`src/rtl/ram_program_loader_if.sv`:
```
// Word stream into the RAM program loader: valid/ready handshake carrying one N-bit word.
interface ram_program_loader_if #(
  parameter int unsigned N = 8
);
  logic [N-1:0] in_dat;
  logic         in_valid;
  logic         in_ready;

  modport master (output in_dat, output in_valid, input in_ready);
  modport slave  (input in_dat, input in_valid, output in_ready);
endinterface

```
`src/rtl/ram_program_loader.sv`:
```
// Streams words from a valid/ready source into consecutive RAM addresses from 0,
// driving the RAM's manual-programming inputs (prog / sw_mar / sw_dat / ri).
module ram_program_loader #(
  parameter int unsigned N = 8,
  parameter int unsigned A = 4
) (
  input  logic                 clk,
  input  logic                 clr,
  input  logic                 start,
  input  logic [A:0]           len,
  ram_program_loader_if.slave  in_if,
  input  logic                 abort,
  output logic                 prog,
  output logic [A-1:0]         sw_mar,
  output logic [N-1:0]         sw_dat,
  output logic                 ri,
  output logic                 busy,
  output logic                 done,
  output logic                 aborted
);

  localparam int unsigned CW    = A + 1;
  localparam int unsigned DEPTH = 1 << A;
  localparam logic [CW-1:0] FULL = CW'(DEPTH);

  localparam logic [2:0] S_IDLE   = 3'd0;
  localparam logic [2:0] S_FETCH  = 3'd1;
  localparam logic [2:0] S_SETUP  = 3'd2;
  localparam logic [2:0] S_WRITE  = 3'd3;
  localparam logic [2:0] S_FINISH = 3'd4;

  logic [2:0]    state_q, state_d;
  logic [CW-1:0] count_q, count_d;
  logic [A-1:0]  mar_d;
  logic [N-1:0]  dat_d;
  logic          prog_d, ri_d, busy_d, done_d, aborted_d;
  logic          in_ready_q, in_ready_d;

  assign in_if.in_ready = in_ready_q;

  // State and all outputs registered together; next values come from the decode below.
  always_ff @(posedge clk or posedge clr) begin
    if (clr) begin
      state_q    <= S_IDLE;
      count_q    <= '0;
      sw_mar     <= '0;
      sw_dat     <= '0;
      prog       <= 1'b0;
      ri         <= 1'b0;
      in_ready_q <= 1'b0;
      busy       <= 1'b0;
      done       <= 1'b0;
      aborted    <= 1'b0;
    end else begin
      state_q    <= state_d;
      count_q    <= count_d;
      sw_mar     <= mar_d;
      sw_dat     <= dat_d;
      prog       <= prog_d;
      ri         <= ri_d;
      in_ready_q <= in_ready_d;
      busy       <= busy_d;
      done       <= done_d;
      aborted    <= aborted_d;
    end
  end

  // Next state plus the output values each state presents during its cycle.
  always_comb begin
    state_d    = state_q;
    count_d    = count_q;
    mar_d      = sw_mar;
    dat_d      = sw_dat;
    prog_d     = prog;
    ri_d       = 1'b0;
    in_ready_d = 1'b0;
    busy_d     = busy;
    done_d     = 1'b0;
    aborted_d  = aborted;

    case (state_q)
      S_IDLE: begin
        prog_d = 1'b0;
        if (start) begin
          count_d    = (len == '0 || len > FULL) ? FULL : len;
          mar_d      = '0;
          aborted_d  = 1'b0;
          busy_d     = 1'b1;
          prog_d     = 1'b1;
          in_ready_d = 1'b1;
          state_d    = S_FETCH;
        end
      end
      S_FETCH: begin
        prog_d = 1'b1;
        if (abort) begin
          aborted_d = 1'b1;
          done_d    = 1'b1;
          state_d   = S_FINISH;
        end else if (in_if.in_valid) begin
          dat_d   = in_if.in_dat;
          state_d = S_SETUP;
        end else begin
          in_ready_d = 1'b1;
        end
      end
      S_SETUP: begin
        prog_d = 1'b1;
        if (abort) begin
          aborted_d = 1'b1;
          done_d    = 1'b1;
          state_d   = S_FINISH;
        end else begin
          ri_d    = 1'b1;
          state_d = S_WRITE;
        end
      end
      S_WRITE: begin
        // The strobe cycle always completes; abort only stops further words.
        prog_d  = 1'b1;
        count_d = count_q - CW'(1);
        if (count_q == CW'(1) || abort) begin
          aborted_d = aborted | abort;
          done_d    = 1'b1;
          state_d   = S_FINISH;
        end else begin
          mar_d      = sw_mar + A'(1);
          in_ready_d = 1'b1;
          state_d    = S_FETCH;
        end
      end
      S_FINISH: begin
        prog_d  = 1'b0;
        busy_d  = 1'b0;
        state_d = S_IDLE;
      end
      default: begin
        prog_d  = 1'b0;
        busy_d  = 1'b0;
        state_d = S_IDLE;
      end
    endcase
  end

endmodule

```
`src/flat_wrapper.sv`:
```
// flat-port wrapper written by rule: the top's interface ports become plain ports
module ram_program_loader_flat 
#(
  parameter int unsigned N = 8,
  parameter int unsigned A = 4
)
  (clk, clr, start, len, abort, prog, sw_mar, sw_dat, ri, busy, done, aborted, in_if_in_dat, in_if_in_valid, in_if_in_ready);
  ram_program_loader_if #(.N(N)) in_if_i ();
  input  logic clk;
  input  logic clr;
  input  logic start;
  input  logic [A:0] len;
  input  logic abort;
  output logic prog;
  output logic [A-1:0] sw_mar;
  output logic [N-1:0] sw_dat;
  output logic ri;
  output logic busy;
  output logic done;
  output logic aborted;
  input wire logic [$bits(in_if_i.in_dat)-1:0] in_if_in_dat;
  input wire logic [$bits(in_if_i.in_valid)-1:0] in_if_in_valid;
  output wire logic [$bits(in_if_i.in_ready)-1:0] in_if_in_ready;
  assign in_if_i.in_dat = in_if_in_dat;
  assign in_if_i.in_valid = in_if_in_valid;
  assign in_if_in_ready = in_if_i.in_ready;
  ram_program_loader #(.N(N), .A(A)) u_core (.clk(clk), .clr(clr), .start(start), .len(len), .in_if(in_if_i), .abort(abort), .prog(prog), .sw_mar(sw_mar), .sw_dat(sw_dat), .ri(ri), .busy(busy), .done(done), .aborted(aborted));
endmodule
```
`config.mk`:
```
export PLATFORM = sky130hd
export DESIGN_NAME = ram_program_loader_flat
export DESIGN_NICKNAME = d
export VERILOG_FILES = /design/src/rtl/ram_program_loader_if.sv /design/src/rtl/ram_program_loader.sv /design/src/flat_wrapper.sv
export SDC_FILE = /design/constraint.sdc
export NUM_CORES = 1
export LEC_CHECK = 0
export ABC_AREA = 1
export CAP_MARGIN = 10
export CORE_MARGIN = 2
export CORE_UTILIZATION = 40
export DETAILED_ROUTE_END_ITERATION = 10
export PLACE_DENSITY = 0.69
export SETUP_SLACK_MARGIN = 0.02
export SLEW_MARGIN = 20
export SYNTH_ARGS = -nofsm -noshare
export SYNTH_HDL_FRONTEND = slang
export SYNTH_SLANG_ARGS = --single-unit
```
`constraint.sdc`:
```
create_clock -name clk -period 1.9 [get_ports clk]
set_clock_uncertainty 0.1 [all_clocks]
set_input_delay 0.38 -clock clk [delete_from_list [all_inputs] [get_ports clk]]
set_output_delay 0.38 -clock clk [all_outputs]
set_load 0.01 [all_outputs]
```
==> flow_metrics.env, run 1 <==
export IMPL_numCtsBuffers=3
export IMPL_slew_violations=0
export IMPL_path_delay_family="buffers and inverters"
export IMPL_status="finished, final reports clean"
export IMPL_critical_path_class="reg -> out"
export IMPL_cp_arrival_ns=1.32
export IMPL_synth_cell_area_um2=1340
export IMPL_drt_wl_total_mm=2.70
export IMPL_grt_usage=0.153
export IMPL_cts_tree="yes"
export IMPL_cts_resized=0
export IMPL_startpoint_type="flop"
export IMPL_worstPathRequired_ns=1.42
export IMPL_viasPerCell=4.85
export IMPL_crit_slowest_cell="clkdlybuf4s50_1"
export IMPL_syn_to_final_growth_pct=33.1
export IMPL_fillers=304
export IMPL_start_util=0.427
export IMPL_cp_depth=1
export IMPL_grt_pass1_wl_mm=4.35
export IMPL_first_global_vias=1044
export IMPL_peakVddDrop_mv=0.489
export IMPL_grt_setup_unrepaired="false"
export IMPL_r2r_end="u_core.aborted"
export IMPL_fin_util=0.568
export IMPL_critPathMaxStageDelay_ns=0.57
export IMPL_worst_pin_slew_ns=0.333
export IMPL_r2r_start="u_core.count_q[1]"
export IMPL_fp_dieW_um=61.8
export IMPL_ctsHoldBuffers=0
export IMPL_path_buf_inv=1
export IMPL_syn_area_per_cell_um2=8.00
export IMPL_critical_path_max_fanout=5
export IMPL_fmax_ghz=0.554
export IMPL_cts_root_buf="clkbuf_4"
export IMPL_cts_reportedPaths_clkPinSlew_ns=0.14
export IMPL_cap_violations=0
export IMPL_die_h_um=61.8
export IMPL_drive_above_1_share=0.0825
export IMPL_p_leak_nw=0.888
export IMPL_antenna_found_initial=0
export IMPL_finalNetCount=229
export IMPL_io_pins=36
export IMPL_antenna_cells=0
export IMPL_hold_viol_final=0
export IMPL_ant_nets=0
export IMPL_rrSetupSlack_ns=0.41
export IMPL_vias=1212
export IMPL_powerDensity_nw_per_um2=1330
export IMPL_fin_crit_sh=0.950
export IMPL_synth_area_leaders="dfrtp_1 (49%), nand2_1 (13%), nand3_1 (10%)"
export IMPL_max_clock_path_buffers=2
export IMPL_synthCells=167
export IMPL_cts_htree_levels=1
export IMPL_clock_sinks=26
export IMPL_postCtsSetupBuffers=0
export IMPL_synth_nets=189
export IMPL_core_region_area_um2=3130
export IMPL_end_kind="output pin"
export IMPL_overflow=0
export IMPL_hold_path_class="in -> async"
export IMPL_yosysSeqAreaShare=0.487
export IMPL_io_buffers=35
export IMPL_ys_ff_latch=26
export IMPL_finalCriticalPeriod_ns=1.80
export IMPL_yosysTopAreaCell="dfrtp_1"
export IMPL_rows=20
export IMPL_grt_max_degree=27
export IMPL_ys_warn_count=0
export IMPL_wire_per_inst_um=10.8
export IMPL_die_area_um2=3820
export IMPL_setup_viol=0
export IMPL_post_dp_hpwl_mm=2.15
export IMPL_crit_chain="clkdlybuf4s50_1"
export IMPL_tns_ns=0
export IMPL_relSlewSlack=0.778
export IMPL_clk_latency_ns=0.32
export IMPL_dr_pass1_iters=4
export IMPL_gp_congestion=0.832
export IMPL_yosysUniqueCellTypes=21
export IMPL_drt_iter0_drc=43
export IMPL_yosysTopAreaCellShare=0.487
export IMPL_drc_errors=0
export IMPL_reg2reg_depth=9
cells in the final DEF (no fill, tap or decap):
master | Yosys | layout
dfrtp_1 | 26 | 26
buf_4 | 0 | 2
inv_2 | 5 | 5
clkbuf_4 | 0 | 3
nand3_4 | 1 | 1
nand2_4 | 1 | 1
clkbuf_8 | 0 | 1
ha_1 | 4 | 4
nand3_2 | 1 | 1
a31oi_1 | 1 | 1
o22ai_1 | 2 | 2
nand3_1 | 27 | 27
o21ai_1 | 8 | 8
a21oi_1 | 5 | 5
o21ai_0 | 2 | 2
nor2_4 | 1 | 1
inv_1 | 16 | 16
xor2_1 | 2 | 2
nand2_1 | 46 | 46
clkdlybuf4s50_1 | 0 | 35
nor2_1 | 14 | 14
nand2_2 | 2 | 2
nor3b_1 | 1 | 1
where the power goes:
part | internal, W | leakage, nW | switching [W]
Sequential | 0.000770 | 0.331 | 0.000161
Combinational | 0.000535 | 0.536 | 0.000617
Clock | 0.000117 | 0.0210 | 0.000159
final cells by class:
class                      count  area (µm²)  area share
tap                           44        55.1      0.0310
sequential                    26         651       0.366
timing repair buffer          37         365       0.205
inverter                      21        78.8      0.0443
clock buffer                   4        36.3      0.0204
multi-input combinational    118         592       0.333
routing by layer:
| layer | share of wire | wire length, µm | GRT usage |
|---|---|---|---|
| met1 | 0.45 | 1200 | 0.185 |
| met2 | 0.51 | 1370 | 0.274 |
| met3 | 0.036 | 97 | 0.0248 |
| met4 | 0.0093 | 25 | 0.0547 |
| met5 | 0 | 0 | 0 |
stage by stage:
step / std cells / instance area [µm²] / setup slack (ns) / hold slack (ns) / power [W]
finish: 250 / 1780 / 0.0956 / 0.313 / 0.00236
global route: 250 / 1780 / 0.0290 / 0.324 / 0.00258
CTS: 250 / 1780 / 0.0721 / 0.325 / 0.00238
detailed placement: 246 / 1740 / 0.0970 / 0.361 / 0.00211
global placement: 246 / 1740 / 0.113 / 0.353 / 0.00207
floorplan: 167 / 1340 / 0.583 / 0.320 / 0.00163
how the worst max path moves through the flow:
stage / slack, ns / from / end
6_report: 0.1 / u_core.sw_mar[0] / sw_mar[0]
5_1_grt: 0.03 / u_core.sw_mar[0] / sw_mar[0]
4_1_cts: 0.07 / u_core.sw_mar[0] / sw_mar[0]
3_5_place_dp: 0.1 / len[1] / u_core.count_q[1]
3_3_place_gp: 0.11 / abort / u_core.state_q[0]
2_1_floorplan: 0.58 / u_core.count_q[1] / u_core.sw_mar[1]
cell families after synthesis:
logic type,count (synthesis),share of synthesized area
xor+xnor,2,0.0131
flops,26,0.487
buf+inv,23,0.0702
compound gates,18,0.0702
fa+ha+maj,4,0.0375
simple gates,94,0.322
flip-flops by register name (all words and copies together) (netlist names), 3 cells and up:
name	flops
u_core.state_q	3
u_core.count_q	5
u_core.sw_dat	8
u_core.sw_mar	4
Yosys cell counts:
cell	count
nand2_1	46
nand3_1	27
dfrtp_1	26
inv_1	16
nor2_1	14
o21ai_1	8
a21oi_1	5
inv_2	5
ha_1	4
nand2_2	2
o21ai_0	2
o22ai_1	2
xor2_1	2
a31oi_1	1
buf_6	1
clkbuf_1	1
nand2_4	1
nand3_2	1
nand3_4	1
nor2_4	1
nor3b_1	1
Note: power is estimated with default switching activity, not from simulation.
==> run 2, diff against run 1 <==
==> constraint.sdc (replaced) <==
create_clock -name clk -period 2 [get_ports clk]
set_clock_uncertainty 0.1 [all_clocks]
set_input_delay 0.4 -clock clk [delete_from_list [all_inputs] [get_ports clk]]
set_output_delay 0.4 -clock clk [all_outputs]
set_load 0.01 [all_outputs]
==> flow_metrics.env, run 2 (same netlist as run 1, synthesis figures left out) <==
export IMPL_syn_to_final_growth_pct=32.5
export IMPL_status="finished, final reports clean"
export IMPL_postCtsSetupBuffers=0
export IMPL_startpoint_type="flop"
export IMPL_drt_wl_total_mm=2.79
export IMPL_grt_usage=0.163
export IMPL_powerDensity_nw_per_um2=1270
export IMPL_hold_path_class="in -> async"
export IMPL_hold_viol_final=0
export IMPL_path_delay_family="buffers and inverters"
export IMPL_relSlewSlack=0.755
export IMPL_cts_htree_levels=1
export IMPL_antenna_found_initial=0
export IMPL_worstPathRequired_ns=1.50
export IMPL_grt_setup_unrepaired="false"
export IMPL_fin_crit_sh=0.913
export IMPL_first_global_vias=1112
export IMPL_clock_sinks=26
export IMPL_p_sw_w=0.000903
export IMPL_vias=1181
export IMPL_rows=20
export IMPL_critical_path_class="reg -> out"
export IMPL_slew_violations=0
export IMPL_ant_nets=0
export IMPL_end_kind="output pin"
export IMPL_core_region_area_um2=3130
export IMPL_dr_pass1_iters=5
export IMPL_finalCriticalPeriod_ns=1.83
export IMPL_fmax_ghz=0.547
export IMPL_finalNonFillerCells=249
export IMPL_crit_chain="clkdlybuf4s50_1"
export IMPL_gp_congestion=0.829
export IMPL_cts_tree="yes"
export IMPL_rrSetupSlack_ns=0.51
export IMPL_cp_arrival_ns=1.33
export IMPL_drt_iter0_drc=61
export IMPL_tns_ns=0
export IMPL_crit_slowest_cell="clkdlybuf4s50_1"
export IMPL_max_clock_path_buffers=2
export IMPL_reg2reg_depth=9
export IMPL_layout_common_cells="nand2_1 (46), clkdlybuf4s50_1 (35), nand3_1 (27)"
export IMPL_antenna_cells=0
export IMPL_reg_top3="u_core.sw_dat: 8 flops, u_core.count_q: 5 flops, u_core.sw_mar: 4 flops"
export IMPL_critPathMaxStageDelay_ns=0.57
export IMPL_final_common_cell="nand2_1"
export IMPL_fin_util=0.566
export IMPL_cts_resized=0
export IMPL_dp_cells=245
export IMPL_max_flop_register="u_core.sw_dat"
export IMPL_internal_power_w=0.00135
export IMPL_grt_max_degree=27
export IMPL_pwr_share_clk=0.117
export IMPL_die_area_um2=3820
export IMPL_cts_root_buf="clkbuf_4"
export IMPL_p_comb_frac=0.488
export IMPL_start_util=0.427
export IMPL_wire_per_inst_um=11.2
export IMPL_overflow=0
export IMPL_setup_viol=0
export IMPL_drc_errors=0
export IMPL_fillers=296
export IMPL_post_dp_hpwl_mm=2.17
export IMPL_cap_violations=0
export IMPL_cts_reportedPaths_clkPinSlew_ns=0.14
export IMPL_drive_above_1_share=0.0780
export IMPL_cp_depth=1
export IMPL_fp_dieW_um=61.8
export IMPL_clk_latency_ns=0.32
export IMPL_die_h_um=61.8
export IMPL_numCtsBuffers=3
export IMPL_worst_pin_slew_ns=0.366
export IMPL_peakVddDrop_mv=0.510
export IMPL_grt_pass1_wl_mm=4.69
export IMPL_path_buf_inv=1
export IMPL_p_seq_frac=0.395
export IMPL_io_buffers=35
export IMPL_p_leak_nw=0.884
export IMPL_p_sw_frac=0.401
export IMPL_viasPerCell=4.74
export IMPL_critical_path_max_fanout=5
export IMPL_ctsHoldBuffers=0
export IMPL_largest_reg_flops=8
export IMPL_finalNetCount=228
export IMPL_io_pins=36
## run 2: changes by cell type in the layout (fill, tap and decap cells not counted)
| cell | previous run | this run |
|---|---|---|
| buf_4 | 2 | 1 |
## run 2: power groups by stage
stage	Clock [W]	Sequential, W	Combinational, W
global route	0.000297	0.000915	0.00125
global placement	0	0.000887	0.00108
detailed placement	0	0.000903	0.00110
floorplan	0	0.000940	0.000610
finish	0.000263	0.000889	0.00110
CTS	0.000272	0.000890	0.00111
## run 2: area by class of cell
type | count | area (µm²) | area share
repair buffers | 36 | 358 | 0.202
clock buffers | 4 | 36.3 | 0.0205
multi-input cells | 118 | 592 | 0.334
flip-flops and latches | 26 | 651 | 0.367
inverters | 21 | 78.8 | 0.0445
well taps | 44 | 55.1 | 0.0311
## run 2: path summary, 6_finish.rpt
| kind | from | to |
|---|---|---|
| max in group asynchronous | clr | u_core.sw_mar[3] |
| setup reg to reg | u_core.count_q[1] | u_core.aborted |
| hold reg to reg | u_core.sw_dat[7] | u_core.sw_dat[7] |
| min in group clk | u_core.sw_dat[7] | u_core.sw_dat[7] |
| setup / recovery | u_core.sw_mar[0] | sw_mar[0] |
| hold / removal | clr | u_core.done |
## run 2: worst reg2reg max path, delay by kind of cell, from the launching register on
| kind | cells | cell delay (ns) |
|---|---|---|
| fa+ha+maj | 1 | 0.14 |
| buf+inv | 2 | 0.12 |
| flops | 1 | 0.42 |
| simple gates | 6 | 0.62 |
## run 2: per-stage QoR
stage          worst slack [ns]  area [µm²]  total power (W)  hold slack (ns)
2_1_floorplan             0.683        1340          0.00155            0.340
3_3_place_gp              0.192        1730          0.00197            0.353
3_5_place_dp              0.151        1730          0.00200            0.358
4_1_cts                   0.147        1770          0.00227            0.353
5_1_grt                   0.115        1770          0.00246            0.361
6_report                  0.173        1770          0.00225            0.334
## run 2: per-layer routing
| metal | global-route usage | routed length (µm) | part of all wire | up-vias |
|---|---|---|---|---|
| li1 | - | - | - | 617 |
| met1 | 0.196 | 1280 | 0.46 | 536 |
| met2 | 0.292 | 1400 | 0.50 | 26 |
| met3 | 0.0207 | 94 | 0.034 | 2 |
| met4 | 0.0669 | 15 | 0.0054 | 0 |
| met5 | 0 | 0 | 0 | - |
==> run 3, diff against run 2 <==
--- a/config.mk
+++ b/config.mk
@@ -8,9 +8,9 @@
 export ABC_AREA = 1
 export CAP_MARGIN = 10
 export CORE_MARGIN = 2
-export CORE_UTILIZATION = 40
+export CORE_UTILIZATION = 42
 export DETAILED_ROUTE_END_ITERATION = 10
-export PLACE_DENSITY = 0.69
+export PLACE_DENSITY = 0.72
 export SETUP_SLACK_MARGIN = 0.02
 export SLEW_MARGIN = 20
 export SYNTH_ARGS = -nofsm -noshare
==> constraint.sdc (replaced) <==
create_clock -name clk -period 1.8 [get_ports clk]
set_clock_uncertainty 0.1 [all_clocks]
set_input_delay 0.36 -clock clk [delete_from_list [all_inputs] [get_ports clk]]
set_output_delay 0.36 -clock clk [all_outputs]
set_load 0.01 [all_outputs]
==> flow_metrics.env, run 3 (same netlist as run 1, synthesis figures left out) <==
export IMPL_status="finished, final reports clean"
export IMPL_cts_root_buf="clkbuf_4"
export IMPL_clock_sinks=26
export IMPL_cp_arrival_ns=1.27
export IMPL_overflow=0
export IMPL_start_util=0.441
export IMPL_layout_common_cells="nand2_1 (46), clkdlybuf4s50_1 (33), nand3_1 (27)"
export IMPL_relSlewSlack=0.778
export IMPL_power_w=0.00253
export IMPL_fillers=258
export IMPL_p_leak_nw=0.940
export IMPL_cts_reportedPaths_clkPinSlew_ns=0.14
export IMPL_cts_htree_levels=1
export IMPL_critPathMaxStageDelay_ns=0.55
export IMPL_setup_viol=0
export IMPL_startpoint_type="flop"
export IMPL_core_region_area_um2=3030
export IMPL_path_delay_family="buffers and inverters"
export IMPL_post_dp_hpwl_mm=2.15
export IMPL_syn_to_final_growth_pct=35.7
export IMPL_drive_above_1_share=0.100
export IMPL_dp_cells=247
export IMPL_max_clock_path_buffers=2
export IMPL_io_buffers=35
export IMPL_finalCriticalPeriod_ns=1.73
export IMPL_p_sw_w=0.00102
export IMPL_cts_tree="yes"
export IMPL_path_buf_inv=1
export IMPL_seq_area_um2=651
export IMPL_gp_congestion=0.831
export IMPL_drt_iter0_drc=61
export IMPL_hold_path_class="in -> async"
export IMPL_critical_path_class="reg -> out"
export IMPL_crit_chain="clkdlybuf4s50_1"
export IMPL_viasPerCell=4.78
export IMPL_max_flop_register="u_core.sw_dat"
export IMPL_cp_depth=1
export IMPL_ctsHoldBuffers=0
export IMPL_hold_viol_final=0
export IMPL_rows=20
export IMPL_wire_per_inst_um=11.5
export IMPL_end_kind="output pin"
export IMPL_pwr_share_clk=0.118
export IMPL_die_h_um=60.4
export IMPL_grt_usage=0.179
export IMPL_r2r_end="u_core.sw_mar[2]"
export IMPL_largest_reg_flops=8
export IMPL_final_common_cell="nand2_1"
export IMPL_p_seq_frac=0.385
export IMPL_finalNetCount=233
export IMPL_worst_pin_slew_ns=0.334
export IMPL_slew_violations=0
export IMPL_worstPathRequired_ns=1.34
export IMPL_drc_errors=0
export IMPL_drt_wl_total_mm=2.92
export IMPL_die_area_um2=3650
export IMPL_grt_max_degree=27
export IMPL_finalNonFillerCells=254
export IMPL_fp_dieW_um=60.4
export IMPL_numCtsBuffers=3
export IMPL_multi_input_area_um2=592
export IMPL_final_area_um2=1810
export IMPL_antenna_found_initial=0
export IMPL_io_pins=36
export IMPL_reg2reg_depth=9
export IMPL_place_ws_ns=0.0149
export IMPL_p_sw_frac=0.401
export IMPL_fin_crit_sh=0.963
export IMPL_crit_slowest_cell="clkdlybuf4s50_1"
export IMPL_rrSetupSlack_ns=0.30
export IMPL_clk_latency_ns=0.32
export IMPL_grt_pass1_wl_mm=4.93
export IMPL_first_global_vias=1175
export IMPL_dr_pass1_iters=4
export IMPL_internal_power_w=0.00152
export IMPL_dpl_cell_area_um2=1750
export IMPL_ant_nets=0
export IMPL_r2r_start="u_core.count_q[1]"
export IMPL_grt_setup_unrepaired="true"
export IMPL_peakVddDrop_mv=0.549
export IMPL_powerDensity_nw_per_um2=1400
export IMPL_layout_setup_ws_ns=0.0667
export IMPL_fmax_ghz=0.577
export IMPL_vias=1213
export IMPL_fin_util=0.599
export IMPL_critical_path_max_fanout=3
export IMPL_reg_top3="u_core.sw_dat: 8 flops, u_core.count_q: 5 flops, u_core.sw_mar: 4 flops"
export IMPL_p_comb_frac=0.497
export IMPL_antenna_cells=0
export IMPL_cap_violations=0
run 3: changes by cell type in the layout (fill, tap and decap cells not counted):
cell	before	now
clkdlybuf4s50_1	35	33
buf_4	1	6
dlymetal6s2s_1	0	2
run 3: per-stage QoR:
stage               setup TNS (ns)  hold WS (ns)
global placement                 0         0.358
global route              -0.00438         0.315
finish                           0         0.266
detailed placement               0         0.358
CTS                              0         0.278
floorplan                        0         0.300
run 3: routing by layer:
layer	vias up	GRT usage	part of all wire
li1	621	-	-
met1	550	0.224	0.46
met5	-	0	0
met2	38	0.311	0.47
met3	4	0.0320	0.060
met4	0	0.0667	0.014
run 3: worst max path at each step:
stage | start | end | slack (ns)
global placement | len[1] | u_core.count_q[1] | 0.08
CTS | u_core.sw_mar[3] | sw_mar[3] | 0.04
floorplan | u_core.count_q[1] | u_core.sw_mar[1] | 0.48
finish | u_core.sw_mar[1] | sw_mar[1] | 0.07
detailed placement | len[1] | u_core.count_q[1] | 0.01
global route | u_core.sw_mar[1] | sw_mar[1] | -0.004
run 3: cell type report:
class                           instances  share of cell area
Clock buffer                            4              0.0200
Inverter                               21              0.0435
Multi-Input combinational cell        118               0.326
Sequential cell                        26               0.359
Tap cell                               44              0.0304
Timing Repair Buffer                   41               0.221
run 3: repair_timing:
action                     in CTS  in global routing
setup endpoints to repair       2                  3
gates resized for setup         0                  2
pin swaps                       0                  0
buffers inserted                2                  1
run 3: power by group through the flow:
stage               Clock [W]  Sequential [W]  Combinational, W
floorplan                   0         0.00104          0.000678
global placement            0        0.000988           0.00121
detailed placement          0        0.000996           0.00125
CTS                  0.000306        0.000975           0.00127
global route         0.000334         0.00101           0.00144
finish               0.000299        0.000976           0.00126
